===== src/rtl/dam_pkg.sv =====
// Purpose: shared types and constants for the DiffAddMul operation sequencer.
// Latency: n/a (types, constants only).
// Backpressure: n/a.
// Contents: operand width, packet field offsets, path one-hot selects, FSM state enum.
package dam_pkg;

   localparam int W      = 8;        // operand width of i, j, k
   localparam int PCL_W  = 3*W + 1;  // packet width
   localparam int RES_W  = 2*W;      // result width

   // Packet field positions: {i, j, k, op}
   localparam int I_LSB  = 2*W + 1;
   localparam int J_LSB  = W + 1;
   localparam int K_LSB  = 1;
   localparam int OP_BIT = 0;

   // Result path one-hot selects
   localparam logic [2:0] SEL_NEG = 3'b001;
   localparam logic [2:0] SEL_MUL = 3'b010;
   localparam logic [2:0] SEL_ADD = 3'b100;

   typedef enum logic [2:0] {
      IDLE = 3'd0,
      SUB  = 3'd1,
      ADD  = 3'd2,
      MUL  = 3'd3,
      OUT  = 3'd4
   } state_t;

endpackage


===== src/rtl/dam_seq_mul.sv =====
// Purpose: iterative W x W unsigned shift-add multiplier, one multiplier bit per cycle, LSB first.
// Latency: W cycles after the start edge; o_done is high in the last cycle, with o_p already final.
// Backpressure: none; the caller must sample o_p on the cycle o_done is high.
// Ports: i_clk, i_rst_n (async active-low), i_start (loads operands), i_a/i_b (operands),
//        o_done (final-bit cycle), o_p (accumulator including the current partial product).
module dam_seq_mul #(
   parameter int W = 8
) (
   input  logic           i_clk,
   input  logic           i_rst_n,
   input  logic           i_start,
   input  logic [W-1:0]   i_a,
   input  logic [W-1:0]   i_b,
   output logic           o_done,
   output logic [2*W-1:0] o_p
);

   localparam int CW = (W > 1) ? $clog2(W) : 1;

   logic           r_run;
   logic [CW-1:0]  r_cnt;
   logic [2*W-1:0] r_a;      // multiplicand, pre-shifted to the current bit weight
   logic [W-1:0]   r_b;      // multiplier, shifted right so bit 0 is the current bit
   logic [2*W-1:0] r_acc;
   logic [2*W-1:0] w_addend;

   assign w_addend = r_b[0] ? r_a : '0;
   // Exposing acc + current addend lets the caller capture the product on the
   // done cycle itself instead of one cycle later.
   assign o_p      = r_acc + w_addend;
   assign o_done   = r_run && (r_cnt == '0);

   always_ff @(posedge i_clk or negedge i_rst_n) begin
      if (!i_rst_n) begin
         r_run <= 1'b0;
         r_cnt <= '0;
         r_a   <= '0;
         r_b   <= '0;
         r_acc <= '0;
      end else if (i_start) begin
         r_run <= 1'b1;
         r_cnt <= CW'(W-1);
         r_a   <= {{W{1'b0}}, i_a};
         r_b   <= i_b;
         r_acc <= '0;
      end else if (r_run) begin
         r_acc <= o_p;
         r_a   <= r_a << 1;
         r_b   <= r_b >> 1;
         if (r_cnt == '0) begin
            r_run <= 1'b0;
         end else begin
            r_cnt <= r_cnt - 1'b1;
         end
      end
   end

endmodule


===== src/rtl/dam_op_sequencer.sv =====
// Purpose: DiffAddMul controller: d = i - j, then zero (d < 0), d + k (op=0) or d * k (op=1).
// Latency: accept edge to o_out_valid: negative 2, add 3, mul W+2 cycles; one packet in flight.
// Backpressure: o_in_ready only in IDLE; result held in OUT until i_out_ready, no out->in comb path.
// Ports: i_clk, i_reset_n (async active-low); input handshake i_in_valid/o_in_ready/i_in_pcl {i,j,k,op};
//        output handshake o_out_valid/i_out_ready with o_out_data (2W, zero-extended) and
//        o_out_sel (001 neg, 010 mul, 100 add); o_busy high outside IDLE.
module dam_op_sequencer
   import dam_pkg::*;
(
   input  logic             i_clk,
   input  logic             i_reset_n,
   input  logic             i_in_valid,
   output logic             o_in_ready,
   input  logic [PCL_W-1:0] i_in_pcl,
   output logic             o_out_valid,
   input  logic             i_out_ready,
   output logic [RES_W-1:0] o_out_data,
   output logic [2:0]       o_out_sel,
   output logic             o_busy
);

   state_t           r_state;
   state_t           w_state_nxt;

   logic [W-1:0]     r_i;
   logic [W-1:0]     r_j;
   logic [W-1:0]     r_k;
   logic             r_op;
   logic [W:0]       r_diff;     // bit W is the borrow, i.e. i < j
   logic             r_sub_ph;   // 0: first SUB cycle (register diff), 1: route on registered diff
   logic [RES_W-1:0] r_out_data;
   logic [2:0]       r_out_sel;

   logic             w_accept;
   logic             w_route;
   logic             w_neg;
   logic             w_mul_start;
   logic             w_mul_done;
   logic [RES_W-1:0] w_mul_p;
   logic [W:0]       w_sum;

   assign w_accept    = (r_state == IDLE) && i_in_valid;
   assign w_route     = (r_state == SUB) && r_sub_ph;
   assign w_neg       = r_diff[W];
   assign w_mul_start = w_route && !w_neg && r_op;
   assign w_sum       = {1'b0, r_diff[W-1:0]} + {1'b0, r_k};

   dam_seq_mul #(.W(W)) u_mul (
      .i_clk   (i_clk),
      .i_rst_n (i_reset_n),
      .i_start (w_mul_start),
      .i_a     (r_diff[W-1:0]),
      .i_b     (r_k),
      .o_done  (w_mul_done),
      .o_p     (w_mul_p)
   );

   // State register
   always_ff @(posedge i_clk or negedge i_reset_n) begin
      if (!i_reset_n) begin
         r_state <= IDLE;
      end else begin
         r_state <= w_state_nxt;
      end
   end

   // Next-state logic
   always_comb begin
      w_state_nxt = r_state;
      case (r_state)
         IDLE: if (i_in_valid) w_state_nxt = SUB;
         SUB: begin
            if (r_sub_ph) begin
               if (w_neg)     w_state_nxt = OUT;
               else if (r_op) w_state_nxt = MUL;
               else           w_state_nxt = ADD;
            end
         end
         ADD: w_state_nxt = OUT;
         MUL: if (w_mul_done) w_state_nxt = OUT;
         OUT: if (i_out_ready) w_state_nxt = IDLE;
         default: w_state_nxt = IDLE;
      endcase
   end

   // Output decode
   always_comb begin
      o_in_ready  = 1'b0;
      o_out_valid = 1'b0;
      o_busy      = 1'b1;
      case (r_state)
         IDLE: begin
            o_in_ready = 1'b1;
            o_busy     = 1'b0;
         end
         OUT:     o_out_valid = 1'b1;
         default: ;
      endcase
   end

   assign o_out_data = r_out_data;
   assign o_out_sel  = r_out_sel;

   // Datapath: packet capture, difference, result registers (held outside OUT)
   always_ff @(posedge i_clk or negedge i_reset_n) begin
      if (!i_reset_n) begin
         r_i        <= '0;
         r_j        <= '0;
         r_k        <= '0;
         r_op       <= 1'b0;
         r_diff     <= '0;
         r_sub_ph   <= 1'b0;
         r_out_data <= '0;
         r_out_sel  <= '0;
      end else begin
         if (w_accept) begin
            r_i      <= i_in_pcl[I_LSB +: W];
            r_j      <= i_in_pcl[J_LSB +: W];
            r_k      <= i_in_pcl[K_LSB +: W];
            r_op     <= i_in_pcl[OP_BIT];
            r_sub_ph <= 1'b0;
         end
         if ((r_state == SUB) && !r_sub_ph) begin
            r_diff   <= {1'b0, r_i} - {1'b0, r_j};
            r_sub_ph <= 1'b1;
         end
         if (w_route && w_neg) begin
            r_out_data <= '0;
            r_out_sel  <= SEL_NEG;
         end
         if (r_state == ADD) begin
            r_out_data <= {{(W-1){1'b0}}, w_sum};
            r_out_sel  <= SEL_ADD;
         end
         if ((r_state == MUL) && w_mul_done) begin
            r_out_data <= w_mul_p;
            r_out_sel  <= SEL_MUL;
         end
      end
   end

endmodule


===== config.mk =====
export PLATFORM = sky130hd
export DESIGN_NAME = dam_op_sequencer
export DESIGN_NICKNAME = d
export VERILOG_FILES = /design/src/rtl/dam_pkg.sv /design/src/rtl/dam_seq_mul.sv /design/src/rtl/dam_op_sequencer.sv
export SDC_FILE = /design/constraint.sdc
export NUM_CORES = 1
export LEC_CHECK = 0
export CAP_MARGIN = 20
export CORE_MARGIN = 2
export CORE_UTILIZATION = 58
export CTS_CLUSTER_SIZE = 24
export DETAILED_ROUTE_END_ITERATION = 8
export PLACE_DENSITY = 0.79
export SLEW_MARGIN = 20
export SYNTH_ARGS = -nofsm -noshare
export SYNTH_HDL_FRONTEND = slang
export SYNTH_SLANG_ARGS = --single-unit

===== constraint.sdc =====
create_clock -name i_clk -period 2.5 [get_ports i_clk]
set_input_delay 0.25 -clock i_clk [delete_from_list [all_inputs] [get_ports i_clk]]
set_output_delay 0.25 -clock i_clk [all_outputs]
set_load 0.005 [all_outputs]

### Yosys cells after proc, flatten, opt, wreduce, memory -nomap -nowiden

Cells that the tools add are included.

* word-level logic and storage cells: 75
* input port bits: 29
* register bits: 101

* equal/unequal tests: 9
* mux-type cells: 31
* add/subtract/negate cells: 4
* reductions and logical operators: 17

Operators with widths (count)
* $mux W16: 8
* $mux W3: 11
* $add A16 B16 Y16: 1
* $mux W8: 2
* $pmux W3 S5: 1
* $add A8 B8 Y9: 1
* $mux W1: 9
* $sub A8 B8 Y9: 1
* $logic_and A1 B1 Y1: 8
* $ne A2 B2 Y1 const B: 4
* $eq A3 B2 Y1 const B: 2
* $logic_not A3 Y1: 2
* $reduce_and A4 Y1: 1
* $reduce_bool A2 Y1: 2
* $eq A3 B1 Y1 const B: 1
* $eq A3 B3 Y1 const B: 1
* $reduce_bool A3 Y1: 1
* $sub A3 B1 Y3 const B: 1
* $logic_not A1 Y1: 2
* $ne A2 B1 Y1 const B: 1
* $reduce_and A2 Y1: 1

### Longest topological paths before layout

Gate-level depths: netlist of the first run.

* depth in word-level cells: 6
* mapped depth: 10
* gate-level depth less buffers: 9

### Modules after synthesis

From an unflattened synthesis of the first run, not the netlist that was laid out.

* cells, all modules: 570
* area total of the unflattened synthesis: 5893.2 um^2

Modules (own cells, without submodules)
* dam_op_sequencer: area an instance 3072.9 um^2, sequential area each 1426.4 um^2, instances 1, cells an instance 272
* dam_seq_mul: area an instance 2820.2 um^2, sequential area each 1101.1 um^2, instances 1, cells an instance 298

### Least setup slack after synthesis of the first run

Ideal clock, no wire load.

* path kind: reg2reg
* start: register u_mul.r_b[0]
* end: register r_out_data[14], in the netlist o_out_data[14]
* stages on the path, launching flop included: 10
* setup slack: 0.201 ns
* library setup time: 0.131 ns
* arrival time: 2.168 ns
* cells stage by stage: dfrtp_1 -> and2_1 -> ha_1 -> fa_1 -> a21oi_1 -> o22ai_1 -> o31ai_2 -> nor2_1 -> a22oi_1 -> o21ai_1

* word-level cells in the longest chain between the ends: 3

Ends and longest elaborated chain
* start: declaration: line dam_seq_mul.sv:23 `logic [W-1:0] r_b;`
* start signal: assignment: line dam_seq_mul.sv:44 `r_b <= i_b;`
* start signal: assignment: line dam_seq_mul.sv:49 `r_b <= r_b >> 1;`
* $mux W16: line dam_seq_mul.sv:27 `assign w_addend = r_b[0] ? r_a : '0;`
* $add A16 B16 Y16: line dam_seq_mul.sv:30 `assign o_p = r_acc + w_addend;`
* $mux W16: line dam_op_sequencer.sv:135 `if ((r_state == MUL) && w_mul_done) begin`
* end signal: assignment: line dam_op_sequencer.sv:132 `r_out_data <= {{(W-1){1'b0}}, w_sum};`
* end signal: assignment: line dam_op_sequencer.sv:136 `r_out_data <= w_mul_p;`
* end: declaration: line dam_op_sequencer.sv:31 `logic [RES_W-1:0] r_out_data;`

No other way between the ends.
A chain may end at the register's enable or synchronous reset.

### Final worst setup path of the first run

Ends and elaborated chain as after synthesis.

==> impl_metrics.ini, run 1 <==
[timing]
hold_viol = 0
setup_viol = 0
post-route-min-period_ps = 2350
fin_crit_sh_pct = 94.0
worstMarginPinSlew_ps = 734
setup_ws_ps = 150
drv_slew = 0
skew_ps = 20.3
fin_tns_setup_ps = 0
rsz0062_at_grt = no
max-slew-margin-rel_pct = 50.7
fmax_ghz = 0.426

[die]
io_pins = 51
initial_core_util_pct = 59.1
core_area_sq_mm = 0.00968
rows = 36
dieArea_sq_mm = 0.0107
die_h_um = 103
fp.dieW_um = 103

[synthesis]
yosys.cell_types.count = 57
syn_avg_cell_area_sq_um = 9.63
synth_top_area_share_pct = 44.2
ys_seq_area_share_pct = 44.2
syn_inst = 594
ys_top_cells_by_area = dfrtp_1 44%, ha_1 7.2%, mux2i_1 5.8%
ys_seq_elements = 101
ys.flop_type = dfrtp_1
synth.most_common_cell = dfrtp_1
synth-async-reset-ratio_pct = 100
yosys-top-cells-count = 101 x dfrtp_1, 71 x nand2_1, 54 x o21ai_0
yosys.area.top_type = dfrtp_1
synth-edff-count = 0
synth_nets = 659
ys_warn_count = 0
synth_area_sq_mm = 0.00572

[placement]
post-dp-hpwl_um = 8950
io_buffers = 50
preCtsSetupSlack_ps = 32.3
gp_routability_congestion = 0.903

[routing]
wl_met1_um = 5270
dr_wl_met2_um = 6150
dr.pass1.iters = 5
vias = 4491
drtIter0Drc = 255
drc = 0
dr_wl_met3_um = 572
wl_per_cell_um = 15.9
highest_layer = met4
drt_wl_total_um = 12300
antenna_left = 0
viasPerCell = 5.80

[flow_run]
cap_violations = 0

[global_route]
grt_pass1_wl_um = 20600
grt_usage_pct = 25.1
gr-total-overflow = 0
antenna_found_initial = 0
grt_pass1_vias = 4388
grt_max_degree = 70

[final_layout]
nets = 701
multiInputGateArea_sq_mm = 0.00301
num-fill-cells = 765
diodes = 0
area.growth.synth_to_final_pct = 15.7
drive_above_1_share_pct = 9.98
regArea_sq_mm = 0.00253

[min_path]
hp-class = input port to async pin

[critical_path]
max_stage_delay_ps = 410
startpoint_type = register
arrival_ps = 2580
worstReg2RegStart = u_mul.r_b[0]$_DFFE_PN0P_
path_max_fanout = 5
crit_chain = and2_1 -> ha_1 -> fa_2 -> a21oi_2 -> o22ai_1 -> o31ai_2 -> buf_4 -> nor2_1 -> a22oi_1 -> o21ai_1
critPathLaunch = u_mul.r_b[0]$_DFFE_PN0P_
required_ps = 2730
slowest_stage = dfrtp_1
path_class = register to register
cp-end-kind = register

[clocking]
cts.sinks = 101
clk_latency_ps = 380
htree_levels = 3
cts-root-buf = clkbuf_8
cts_post_setup_buffers_inserted = 0
tritoncts = done
cts_buffer_depth = 2
cts-buffers-inserted = 9
clkTransAtPathRegs_ps = 110

[power_and_ir_drop]
p_total_w = 0.00802
power_density_mw_per_mm2 = 1210
ir_drop_v = 0.000653
p_leak_nw = 2.92

[run_status]
run_status = finished clean
[registers in the layout, indices dropped and copies added, names as in the netlist]
register and cells:
r_sub_ph 1, o_out_data 16, r_i 8, u_mul.r_cnt 3, r_op 1, r_state 3
r_j 8, o_out_sel 3, u_mul.r_b 8, r_k 8, r_diff 9, u_mul.r_run 1
u_mul.r_acc 16, u_mul.r_a 16
[cells by family after synthesis]
kind of cell,count (synthesis),synth area share [%]
and+or+nand+nor,190,15.9
AOI/OAI and AO/OA,140,15.2
DFF,101,44.2
buffers and inverters,57,4.35
muxes,49,8.92
adders and majority gates,36,8.26
xor gates and xnor gates,21,3.21
[final cells by class]
| cell class | instances | area share [%] |
|---|---|---|
| Multi-Input combinational cell | 436 | 45.4 |
| Sequential cell | 101 | 38.2 |
| Timing Repair Buffer | 62 | 9.30 |
| Tap cell | 133 | 2.51 |
| Clock buffer | 11 | 2.13 |
| Inverter | 26 | 1.47 |
| Clock inverter | 5 | 0.982 |
[per-stage QoR]
stage               hold slack (ps)  util [%]  instances  cell area (sq um)
global placement                217      65.6        757               6350
floorplan                     -45.6         -        594               5720
CTS                             359      68.0        774               6580
global route                    390      68.4        774               6620
finish                          357      68.4        774               6620
detailed placement              231      65.6        757               6350
[routing by layer]
| layer | track usage [%] | up-vias |
|---|---|---|
| li1 | - | 2153 |
| met1 | 30.3 | 2186 |
| met2 | 44.1 | 132 |
| met3 | 6.38 | 20 |
| met4 | 7.79 | 0 |
| met5 | 0 | - |
[power by group]
part	switching (W)	internal, W	leakage (nW)
Combinational	0.00220	0.00188	1.53
Clock	0.000572	0.000501	0.105
Sequential	0.000568	0.00231	1.29
[final timing paths]
path                                                   end  slack (ps)  cells after the start
worst max-delay path            o_out_data[14]$_DFFE_PN0P_         150                     10
worst min-delay path            u_mul.r_acc[7]$_DFFE_PN0P_         360                      2
worst max register to register  o_out_data[14]$_DFFE_PN0P_         150                     10
worst min register to register  o_out_data[13]$_DFFE_PN0P_         480                      2
max in group asynchronous         u_mul.r_b[2]$_DFFE_PN0P_        1420                      3
min in group i_clk                      r_j[4]$_DFFE_PN0P_         410                      3
[cell usage in the layout, fill, tap and decap left out, types with 8 or more instances in the layout]
cell type	count
dfrtp_1	100
nand2_1	71
o21ai_0	51
clkdlybuf4s50_1	49
nor2_1	45
mux2i_1	33
ha_1	31
a21oi_1	26
inv_1	25
and2_1	19
mux2_2	16
xnor2_1	15
o21ai_1	10
clkbuf_8	10
buf_4	10
nand2b_1	9
nor3b_1	8
[timing repair]
action,CTS,global route
cloned,0,0
pin swaps,0,3
gates resized for setup,1,15
setup endpoints to repair,1,17
hold endpoints to repair,32,0
hold buffers,1,0
[worst max-delay path: cells and delay by family, from the launching register on]
kind / cells / cell delay [ps]
adders and majority gates: 2 / 600
buffers and inverters: 1 / 170
AOI/OAI and AO/OA: 5 / 780
and+or+nand+nor: 2 / 240
DFF: 1 / 410
Power figures use the tool's default switching activity.
==> run 2: changes to the inputs <==
--- a/config.mk
+++ b/config.mk
@@ -6,7 +6,7 @@
 export NUM_CORES = 1
 export LEC_CHECK = 0
 export CAP_MARGIN = 20
-export CORE_MARGIN = 2
+export CORE_MARGIN = 5
 export CORE_UTILIZATION = 58
 export CTS_CLUSTER_SIZE = 24
 export DETAILED_ROUTE_END_ITERATION = 8
==> constraint.sdc (replaced) <==
create_clock -name i_clk -period 2.4 [get_ports i_clk]
set_input_delay 0.24 -clock i_clk [delete_from_list [all_inputs] [get_ports i_clk]]
set_output_delay 0.24 -clock i_clk [all_outputs]
set_load 0.005 [all_outputs]
==> impl_metrics.ini, run 2 (synthesis gave the netlist of run 1 again) <==
[timing]
skew_ps = 11.8
fin_crit_sh_pct = 99.7
rsz0062_at_grt = yes
drv_slew = 0
post-route-min-period_ps = 2390
max-slew-margin-rel_pct = 51.6
worstMarginPinSlew_ps = 726
fmax_ghz = 0.418
hold_viol = 0
fin_tns_setup_ps = 0
setup_viol = 0

[final_layout]
fin_util_pct = 71.1
nets = 713
layout_commonest_cell = dfrtp_1
drive_above_1_share_pct = 16.0
final_cell_mix = 100 x dfrtp_1, 69 x nand2_1, 50 x o21ai_0, 49 x clkdlybuf4s50_1, 41 x nor2_1
diodes = 0
area.growth.synth_to_final_pct = 20.4

[global_route]
grt_max_degree = 60
antenna_found_initial = 0
grt_pass1_wl_um = 21500
gr-total-overflow = 0
grt_pass1_vias = 4608
grt_usage_pct = 22.7

[routing]
drc = 0
drtIter0Drc = 266
drt_wl_total_um = 13000
antenna_left = 0
viasPerCell = 5.71
wl_per_cell_um = 16.6
vias = 4482
dr.pass1.iters = 4

[die]
io_pins = 51
die_h_um = 109
fp.dieW_um = 109
dieArea_sq_mm = 0.0120
initial_core_util_pct = 59.1
core_area_sq_mm = 0.00968
rows = 36

[power_and_ir_drop]
p_leak_nw = 2.97
ir_drop_v = 0.000698
power_density_mw_per_mm2 = 1240
p_total_w = 0.00857

[critical_path]
required_ps = 2620
max_stage_delay_ps = 440
startpoint_type = register
slowest_stage = dfrtp_1
timing.critical_path.mode_cell = buf_4
crit_chain = buf_4 -> buf_4 -> and2_1 -> ha_2 -> a21oi_2 -> nand2_2 -> a2111oi_4 -> nor3_1 -> xnor2_1 -> o21ai_0
reg2regPathDepth = 10
r2r_slack_ps = 7
path_class = register to register
cp-end-kind = register
arrival_ps = 2620
path_max_fanout = 7

[placement]
io_buffers = 50
post-dp-hpwl_um = 9100
gp_routability_congestion = 0.882

[min_path]
hp-class = input port to register
min_path_cells = 3

[clocking]
cts_buffer_depth = 2
htree_levels = 3
clkTransAtPathRegs_ps = 100
cts-buffers-inserted = 9
cts.sinks = 101
clk_latency_ps = 370
tritoncts = done
cts-root-buf = clkbuf_8

[flow_run]
cap_violations = 0

[run_status]
run_status = finished clean
run 2: cell types whose count changed in the layout (fill, tap and decap cells not counted), sizes merged:
cell | previous run | this run
clkbuf | 11 | 10
clkinv | 2 | 1
clkinvlp | 0 | 1
buf | 12 | 24
run 2: worst paths after layout:
check	to	startpoint
max	o_out_data[13]$_DFFE_PN0P_	u_mul.r_b[0]$_DFFE_PN0P_
min	r_j[2]$_DFFE_PN0P_	i_in_pcl[11]
max reg2reg	o_out_data[13]$_DFFE_PN0P_	u_mul.r_b[0]$_DFFE_PN0P_
min reg2reg	o_out_sel[1]$_DFFE_PN0P_	o_out_sel[1]$_DFFE_PN0P_
max in group asynchronous	u_mul.r_b[1]$_DFFE_PN0P_	i_reset_n
min in group asynchronous	r_op$_DFFE_PN0P_	i_reset_n
run 2: layout make-up:
type,instances,area (sq um)
clock buffer,10,128
sequential,101,2530
multi-input combinational,436,3200
clock inverter,5,60.1
timing repair buffer,74,709
fill,730,2790
tap,133,166
inverter,26,97.6
run 2: layer usage:
metal	vias up	part of all wire, %	GRT usage [%]
met2	113	51	39.5
li1	2172	-	-
met1	2181	42	28.9
met3	16	5.6	4.46
met5	-	0	0
met4	0	1.4	5.97
run 2: repair_timing:
item                                   in CTS  in global routing
hold buffers                                1                  0
gates resized for setup                    11                 43
endpoints found under the hold margin      48                  0
setup endpoints to repair                  13                 16
buffers inserted                            3                  0
pin swaps                                   4                  9
run 2: power breakdown:
group | leakage [nW] | switching, W | total (W) | internal [W]
combinational | 1.59 | 0.00238 | 0.00449 | 0.00211
sequential | 1.29 | 0.000599 | 0.00300 | 0.00241
clock | 0.0931 | 0.000587 | 0.00107 | 0.000483
total | 2.97 | 0.00357 | 0.00857 | 0.00500
run 2: worst max-delay path: cells and delay by family, from the launching register on:
family | cells | cell delay [ps]
AND/OR/NAND/NOR | 3 | 370
adder cells (fa/ha/maj) | 1 | 310
AO/OA/AOI/OAI | 3 | 580
flip-flops | 1 | 440
XOR/XNOR | 1 | 240
buffers and inverters | 2 | 290
run 2: metrics by stage:
stage                     worst slack (ps)  std cells  hold slack, ps  area (sq um)
final                                 7.26        785             418          6890
after global routing                 -64.8        785             414          6890
after CTS                             9.52        785             404          6680
after detailed placement             -84.4        766             300          6420
after global placement                31.9        766             297          6420
after floorplan                        101        594           -55.6          5720
